### config.mk
export PLATFORM = sky130hd
export DESIGN_NAME = muldiv_seq
export DESIGN_NICKNAME = d
export VERILOG_FILES = /design/src/rtl/muldiv_pkg.sv /design/src/rtl/muldiv_step.sv /design/src/rtl/muldiv_seq.sv
export SDC_FILE = /design/constraint.sdc
export NUM_CORES = 1
export LEC_CHECK = 0
export CORE_ASPECT_RATIO = 1.25
export CORE_MARGIN = 2
export CORE_UTILIZATION = 54
export DETAILED_ROUTE_END_ITERATION = 6
export GPL_TIMING_DRIVEN = 0
export PLACE_DENSITY_LB_ADDON = 0.1
export SYNTH_ARGS = -nofsm -noshare
export SYNTH_HDL_FRONTEND = slang
export SYNTH_SLANG_ARGS = --single-unit
### constraint.sdc
create_clock -name clk -period 3.6 [get_ports clk]
set_input_delay 0.72 -clock clk [delete_from_list [all_inputs] [get_ports clk]]
set_output_delay 0.72 -clock clk [all_outputs]
set_load 0.05 [all_outputs]
### src/rtl/muldiv_pkg.sv
// Shared definitions for the sequential multiply/divide unit: op codes,
// FSM states, datapath mode and the WIDTH legality check.
package muldiv_pkg;

    typedef enum logic [2:0] {
        OP_MULT  = 3'd0,
        OP_MULTU = 3'd1,
        OP_DIV   = 3'd2,
        OP_DIVU  = 3'd3,
        OP_MTHI  = 3'd4,
        OP_MTLO  = 3'd5
    } op_e;

    typedef enum logic [1:0] {
        S_IDLE,
        S_CALC,
        S_FIXUP,
        S_DONE
    } state_e;

    typedef enum logic {
        MODE_MUL,
        MODE_DIV
    } mode_e;

    function automatic bit muldiv_width_ok(input int w);
        return (w >= 4) && ((w % 2) == 0);
    endfunction

endpackage

### src/rtl/muldiv_step.sv
// One radix-2 iteration: shift-add for multiply, restoring shift-subtract
// for divide. acc = {partial (WIDTH+1), multiplier/quotient (WIDTH)}.
module muldiv_step
    import muldiv_pkg::*;
#(
    parameter int WIDTH = 32
) (
    input  logic [2*WIDTH:0]  acc,
    input  logic [WIDTH-1:0]  operand,
    input  mode_e             mode,
    output logic [2*WIDTH:0]  acc_next,
    output logic              q_bit
);

    logic [WIDTH:0] sum;
    logic [WIDTH:0] shifted;
    logic [WIDTH:0] rem_next;

    // The remainder never exceeds the divisor, so only its low WIDTH bits are shifted up.
    always_comb begin
        sum      = {1'b0, acc[2*WIDTH-1:WIDTH]} + (acc[0] ? {1'b0, operand} : '0);
        shifted  = {acc[2*WIDTH-1:WIDTH], acc[WIDTH-1]};
        q_bit    = 1'b0;
        rem_next = shifted;
        acc_next = {1'b0, sum, acc[WIDTH-1:1]};
        if (mode == MODE_DIV) begin
            q_bit    = (shifted >= {1'b0, operand});
            rem_next = q_bit ? (shifted - {1'b0, operand}) : shifted;
            acc_next = {rem_next, acc[WIDTH-2:0], 1'b0};
        end
    end

endmodule

### src/rtl/muldiv_seq.sv
// Multi-cycle multiply/divide unit with HI/LO registers.
// Optional feature: define MULDIV_DIVZERO_EN to add the div_zero flag output.
module muldiv_seq
    import muldiv_pkg::*;
#(
    parameter  int WIDTH = 32,
    localparam int CNT_W = $clog2(WIDTH) + 1
) (
    input  logic             clk,
    input  logic             rst_n,
    input  logic             start,
    input  logic [2:0]       op,
    input  logic [WIDTH-1:0] X,
    input  logic [WIDTH-1:0] Y,
    output logic             busy,
    output logic             done,
    output logic [WIDTH-1:0] HI,
    output logic [WIDTH-1:0] LO
`ifdef MULDIV_DIVZERO_EN
    ,
    output logic             div_zero
`endif
);

    if (!muldiv_width_ok(WIDTH)) begin : g_bad_width
        $error("muldiv_seq: WIDTH must be >= 4 and even");
    end

    state_e state, state_next;

    logic [CNT_W-1:0] cnt;
    logic [2*WIDTH:0] acc, step_acc;
    logic             step_q;
    mode_e            step_mode;
    logic [WIDTH-1:0] y_mag, x_raw;
    logic             is_div, neg_main, neg_rem, y_zero;

    logic             accept_arith, accept_move, is_signed_op, x_neg, y_neg;
    logic [WIDTH-1:0] x_mag, y_mag_in;
    logic [2*WIDTH-1:0] product;
    logic [WIDTH-1:0] hi_fix, lo_fix;

    assign accept_arith = (state == S_IDLE) && start &&
                          ((op == OP_MULT) || (op == OP_MULTU) || (op == OP_DIV) || (op == OP_DIVU));
    assign accept_move  = (state == S_IDLE) && start && ((op == OP_MTHI) || (op == OP_MTLO));
    assign is_signed_op = (op == OP_MULT) || (op == OP_DIV);
    assign x_neg        = is_signed_op && X[WIDTH-1];
    assign y_neg        = is_signed_op && Y[WIDTH-1];
    assign x_mag        = x_neg ? -X : X;
    assign y_mag_in     = y_neg ? -Y : Y;
    assign step_mode    = is_div ? MODE_DIV : MODE_MUL;

    muldiv_step #(.WIDTH(WIDTH)) u_step (
        .acc      (acc),
        .operand  (y_mag),
        .mode     (step_mode),
        .acc_next (step_acc),
        .q_bit    (step_q)
    );

    always_ff @(posedge clk) begin
        if (!rst_n) state <= S_IDLE;
        else        state <= state_next;
    end

    always_comb begin
        state_next = state;
        busy       = 1'b0;
        done       = 1'b0;
        case (state)
            S_IDLE: begin
                if (accept_arith)     state_next = S_CALC;
                else if (accept_move) state_next = S_DONE;
            end
            S_CALC: begin
                busy = 1'b1;
                if (cnt == CNT_W'(WIDTH - 1)) state_next = S_FIXUP;
            end
            S_FIXUP: begin
                busy       = 1'b1;
                state_next = S_DONE;
            end
            S_DONE: begin
                done       = 1'b1;
                state_next = S_IDLE;
            end
            default: state_next = S_IDLE;
        endcase
    end

    // Divide by zero bypasses sign fixup and reports the raw dividend in HI.
    always_comb begin
        product = acc[2*WIDTH-1:0];
        hi_fix  = '0;
        lo_fix  = '0;
        if (!is_div) begin
            if (neg_main) product = -acc[2*WIDTH-1:0];
            hi_fix = product[2*WIDTH-1:WIDTH];
            lo_fix = product[WIDTH-1:0];
        end else if (y_zero) begin
            hi_fix = x_raw;
            lo_fix = '1;
        end else begin
            hi_fix = neg_rem  ? -acc[2*WIDTH-1:WIDTH] : acc[2*WIDTH-1:WIDTH];
            lo_fix = neg_main ? -acc[WIDTH-1:0]       : acc[WIDTH-1:0];
        end
    end

    always_ff @(posedge clk) begin
        if (!rst_n) begin
            cnt      <= '0;
            acc      <= '0;
            y_mag    <= '0;
            x_raw    <= '0;
            is_div   <= 1'b0;
            neg_main <= 1'b0;
            neg_rem  <= 1'b0;
            y_zero   <= 1'b0;
            HI       <= '0;
            LO       <= '0;
        end else begin
            case (state)
                S_IDLE: begin
                    if (accept_arith) begin
                        cnt      <= '0;
                        acc      <= {{(WIDTH+1){1'b0}}, x_mag};
                        y_mag    <= y_mag_in;
                        x_raw    <= X;
                        is_div   <= (op == OP_DIV) || (op == OP_DIVU);
                        neg_main <= x_neg ^ y_neg;
                        neg_rem  <= x_neg;
                        y_zero   <= (Y == '0);
                    end else if (accept_move) begin
                        if (op == OP_MTHI) HI <= X;
                        else               LO <= X;
                    end
                end
                S_CALC: begin
                    cnt <= cnt + CNT_W'(1);
                    acc <= step_acc | {{(2*WIDTH){1'b0}}, step_q};
                end
                S_FIXUP: begin
                    HI <= hi_fix;
                    LO <= lo_fix;
                end
                default: ;
            endcase
        end
    end

`ifdef MULDIV_DIVZERO_EN
    always_ff @(posedge clk) begin
        if (!rst_n)                           div_zero <= 1'b0;
        else if (accept_arith || accept_move) div_zero <= 1'b0;
        else if (state == S_FIXUP)            div_zero <= is_div && y_zero;
    end
`endif

endmodule

==> run metrics <==
outcome=finished clean; register area=4090 µm²; post-synthesis cell count=about 2,200; area of the multi-input gates=11,400 µm²; start point of the worst hold path=LO[19]; Worst Tran Pin Value=around 1.2 ns; gr usage total=about two fifths; fin crit share=98.3%; Root Driver=clkbuf_16; initial drt markers=approximately 1,900; CTS Hold Buffers Added=0; CTS Buf Count=25; clk_skew=0.0122 ns; ys async rst share=0%; vias per cell=between 6 and 7; Seq/Total Area, Yosys=25.1%; cell repeated most along the worst path=clkbuf_1; Sink Count=a little over 200; crit path kind=register to register; Synth Area in Simple Gates=a little over a fifth; area grow syn2layout=18.4%; mux contribution to synthesized area=about 4.4%; Worst R2R Setup Slack=between 0.06 and 0.07 ns; full die area=between 30,000 and 40,000 µm²; post-synth top area share=~25%; r2r worst-path depth=11; DR DRC count=0; CP delay by family, top=simple AND/OR/NAND/NOR gates; Cell variety after synth=79; global route overflow=0; H-tree level count=1; ant diodes=0; Arr. time, crit path=4.00 ns; Min Clock Period, post-route=between 3 and 4 ns; Buf/Inv on CP=2; fin nets=2,557; complex-gate fraction of the synthesized area=27.8%; startpoint types=register; Worst slew margin=a little over a fifth; TNS Setup=0 ns; cell area power density=between 600 and 700 nW/µm²; placed insts=between 2,000 and 3,000; CTS tree=built; First-pass DRT Iterations=6; worst vdd rail ir drop=0.430 mV; commonest non-fill, non-tap cell in the layout=nand2_1; Total Power=~12 mW; Final GP Congestion=approximately 1.0; die height=~200 µm; hold endpoint=LO[19]; Clock transition at path regs=0.06 ns; Final Non-Filler Cells=roughly 2,800; total of max-cap violations=0; crit path cell chain=clkbuf_1 -> or4_4 -> nor4_4 -> nand4_1 -> or2_1 -> clkbuf_1 -> or3_1 -> o21ai_1 -> xor2_1 -> o21ai_0 -> o2111a_1; WHS Path Cells=2; Leak=just over 7 nW; Fill cells=2,731; Crit. End Element=register; max-slew violation count=0; YS warnings=0; largest net degree at the start of global routing=13; final setup fails=0; share of cells above drive strength 1=under 10%; pre-CTS setup slack=-1.37 ns; endpoints failing hold=0; Post-Syn Nets=approximately 2,400; Post-Syn Area=roughly 16,000 µm²; Final WS setup=approximately 0.060 ns; Core Rows=between 70 and 80; Final ANT Viol Nets=0; vias in the first global route=about 18,000; most frequent cells in the layout=280 x nand2_1, 226 x a21oi_1, 200 x dfxtp_1, 197 x nor2_1, 148 x o21ai_0; Avg Cell Area, Syn=around 7.2 µm²; worst reg2reg endpoint=HI[29]; flip-flop and latch count after synthesis=204; CP Max Fanout=9; crit path max-delay cell type=or4_4; Critical Path RT=a little over 4 ns; Slowest Stage Delay on Critical Path=~0.62 ns; I/O pins=136; CTS max path bufs=3; Main synth FF type=dfxtp_1; largest family of logic cells by synthesized area=compound AO/OA/AOI/OAI gates; FF-to-FF Start=acc[11]; post-synthesis xor/xnor area fraction=a little under a tenth; highest clock rate=0.283 GHz; Synth area leaders=dfxtp_1 25%, a21oi_1 7.0%, xnor2_1 6.5%; via count=about 18,000; number of synthesized flops with an enable pin=0; core area=~30,000 µm²; first-pass GRT wire length=between 100,000 and 150,000 µm; PortBufs=between 100 and 150; largest area contributor in the synthesized netlist=dfxtp_1; HP Class=register to register; WL per Instance=~24 µm; HPWL Detailed=52,600 µm; DIE WIDTH=about 160 µm; initial antenna violation count=0; Adder-Cell Fraction of Synth Area=under 10%; WL final=a little under 70,000 µm; initial core utilization=around 54%; Clock Latency Late Sink=between 0.5 and 0.6 ns
## flip-flops by register name, summed over array words and instances, names as in the netlist, 2 cells and up
signal / cells
HI: 32
LO: 32
acc: 64
cnt: 6
state: 2
x_raw: 32
y_mag: 32
## cells in the mapped netlist, types with 5 or more instances
cell type / count
a2111oi_0: 7
a211oi_1: 37
a21o_1: 24
a21oi_1: 227
a22oi_1: 26
a311oi_1: 13
a31o_2: 5
a31oi_1: 22
and2_1: 9
and3_1: 12
buf_1: 21
buf_2: 6
clkbuf_1: 147
dfxtp_1: 204
ha_1: 74
inv_1: 82
mux2_2: 5
mux2i_1: 66
nand2_1: 280
nand2b_1: 12
nand3_1: 49
nand4_1: 24
nand4b_1: 5
nor2_1: 199
nor2b_1: 8
nor3_1: 45
nor3b_1: 7
nor4_1: 24
o2111ai_1: 6
o211ai_1: 38
o21a_1: 10
o21ai_0: 155
o21bai_1: 10
o221ai_1: 38
o22ai_1: 9
o31ai_1: 35
o41ai_1: 10
or2_2: 8
or3_1: 29
or4_1: 10
xnor2_1: 121
xor2_1: 56
## layout make-up
class                      count  area share [%]
clock buffer                  34            3.69
timing repair buffer         145            7.33
multi-input combinational   1777            59.2
buffer                       175            3.72
sequential                   204            21.3
tap                          401            2.61
clock inverter                11           0.546
inverter                      83            1.64
## how the worst max path moves through the flow
stage,from,endpoint,slack [ns],cells after the start
floorplan,acc[0],acc[57],0.13,12
global placement,acc[0],acc[57],-1.36,12
detailed placement,acc[0],acc[57],-1.37,12
CTS,acc[31],acc[62],-0.01,13
global route,y_mag[20],acc[42],-0.03,12
finish,acc[11],HI[29],0.06,11
## power breakdown
part | internal [mW] | total (mW) | leakage [nW] | switching (mW)
Combinational | 2.08 | 6.36 | 5.08 | 4.28
Sequential | 2.67 | 3.02 | 1.66 | 0.351
Clock | 1.51 | 2.64 | 0.412 | 1.12
## tightest hold or removal path, delay by kind of cell (launching register included)
kind,cells,cell delay [ns]
flip-flops,1,0.31
AND/OR/NAND/NOR,1,0.05
AO/OA/AOI/OAI,1,0.05
## stage by stage
stage / util [%] / hold slack, ns / cell area (µm²)
after floorplan: - / 0.432 / 16300
after global placement: 60.5 / 0.437 / 18000
after detailed placement: 60.5 / 0.444 / 18000
after CTS: 64.0 / 0.450 / 19100
after global routing: 64.5 / 0.473 / 19200
final: 64.5 / 0.448 / 19200
## per-layer routing
| metal | global-route usage (%) | vias up | part of all wire, % |
|---|---|---|---|
| met2 | 74.4 | 993 | 48 |
| met1 | 43.9 | 8525 | 34 |
| met4 | 34.1 | 0 | 9.4 |
| li1 | - | 8446 | - |
| met3 | 7.27 | 354 | 8.0 |
| met5 | 0 | - | 0 |
## timing repair
item	4_1_cts	5_1_grt
pin swaps	7	6
setup buffers	6	10
gates resized for setup	54	22
hold endpoints to repair	0	0
setup endpoints to repair	66	49
cloned	0	0
## cells by family (layout without fill, tap and decap cells)
logic type	Yosys count	after routing
buf+inv	261	448
xor+xnor	177	177
fa+ha+maj	76	76
simple gates	740	740
mux	71	71
compound gates	713	713
flops	204	204
No activity file was read; power rests on OpenSTA's default activity.
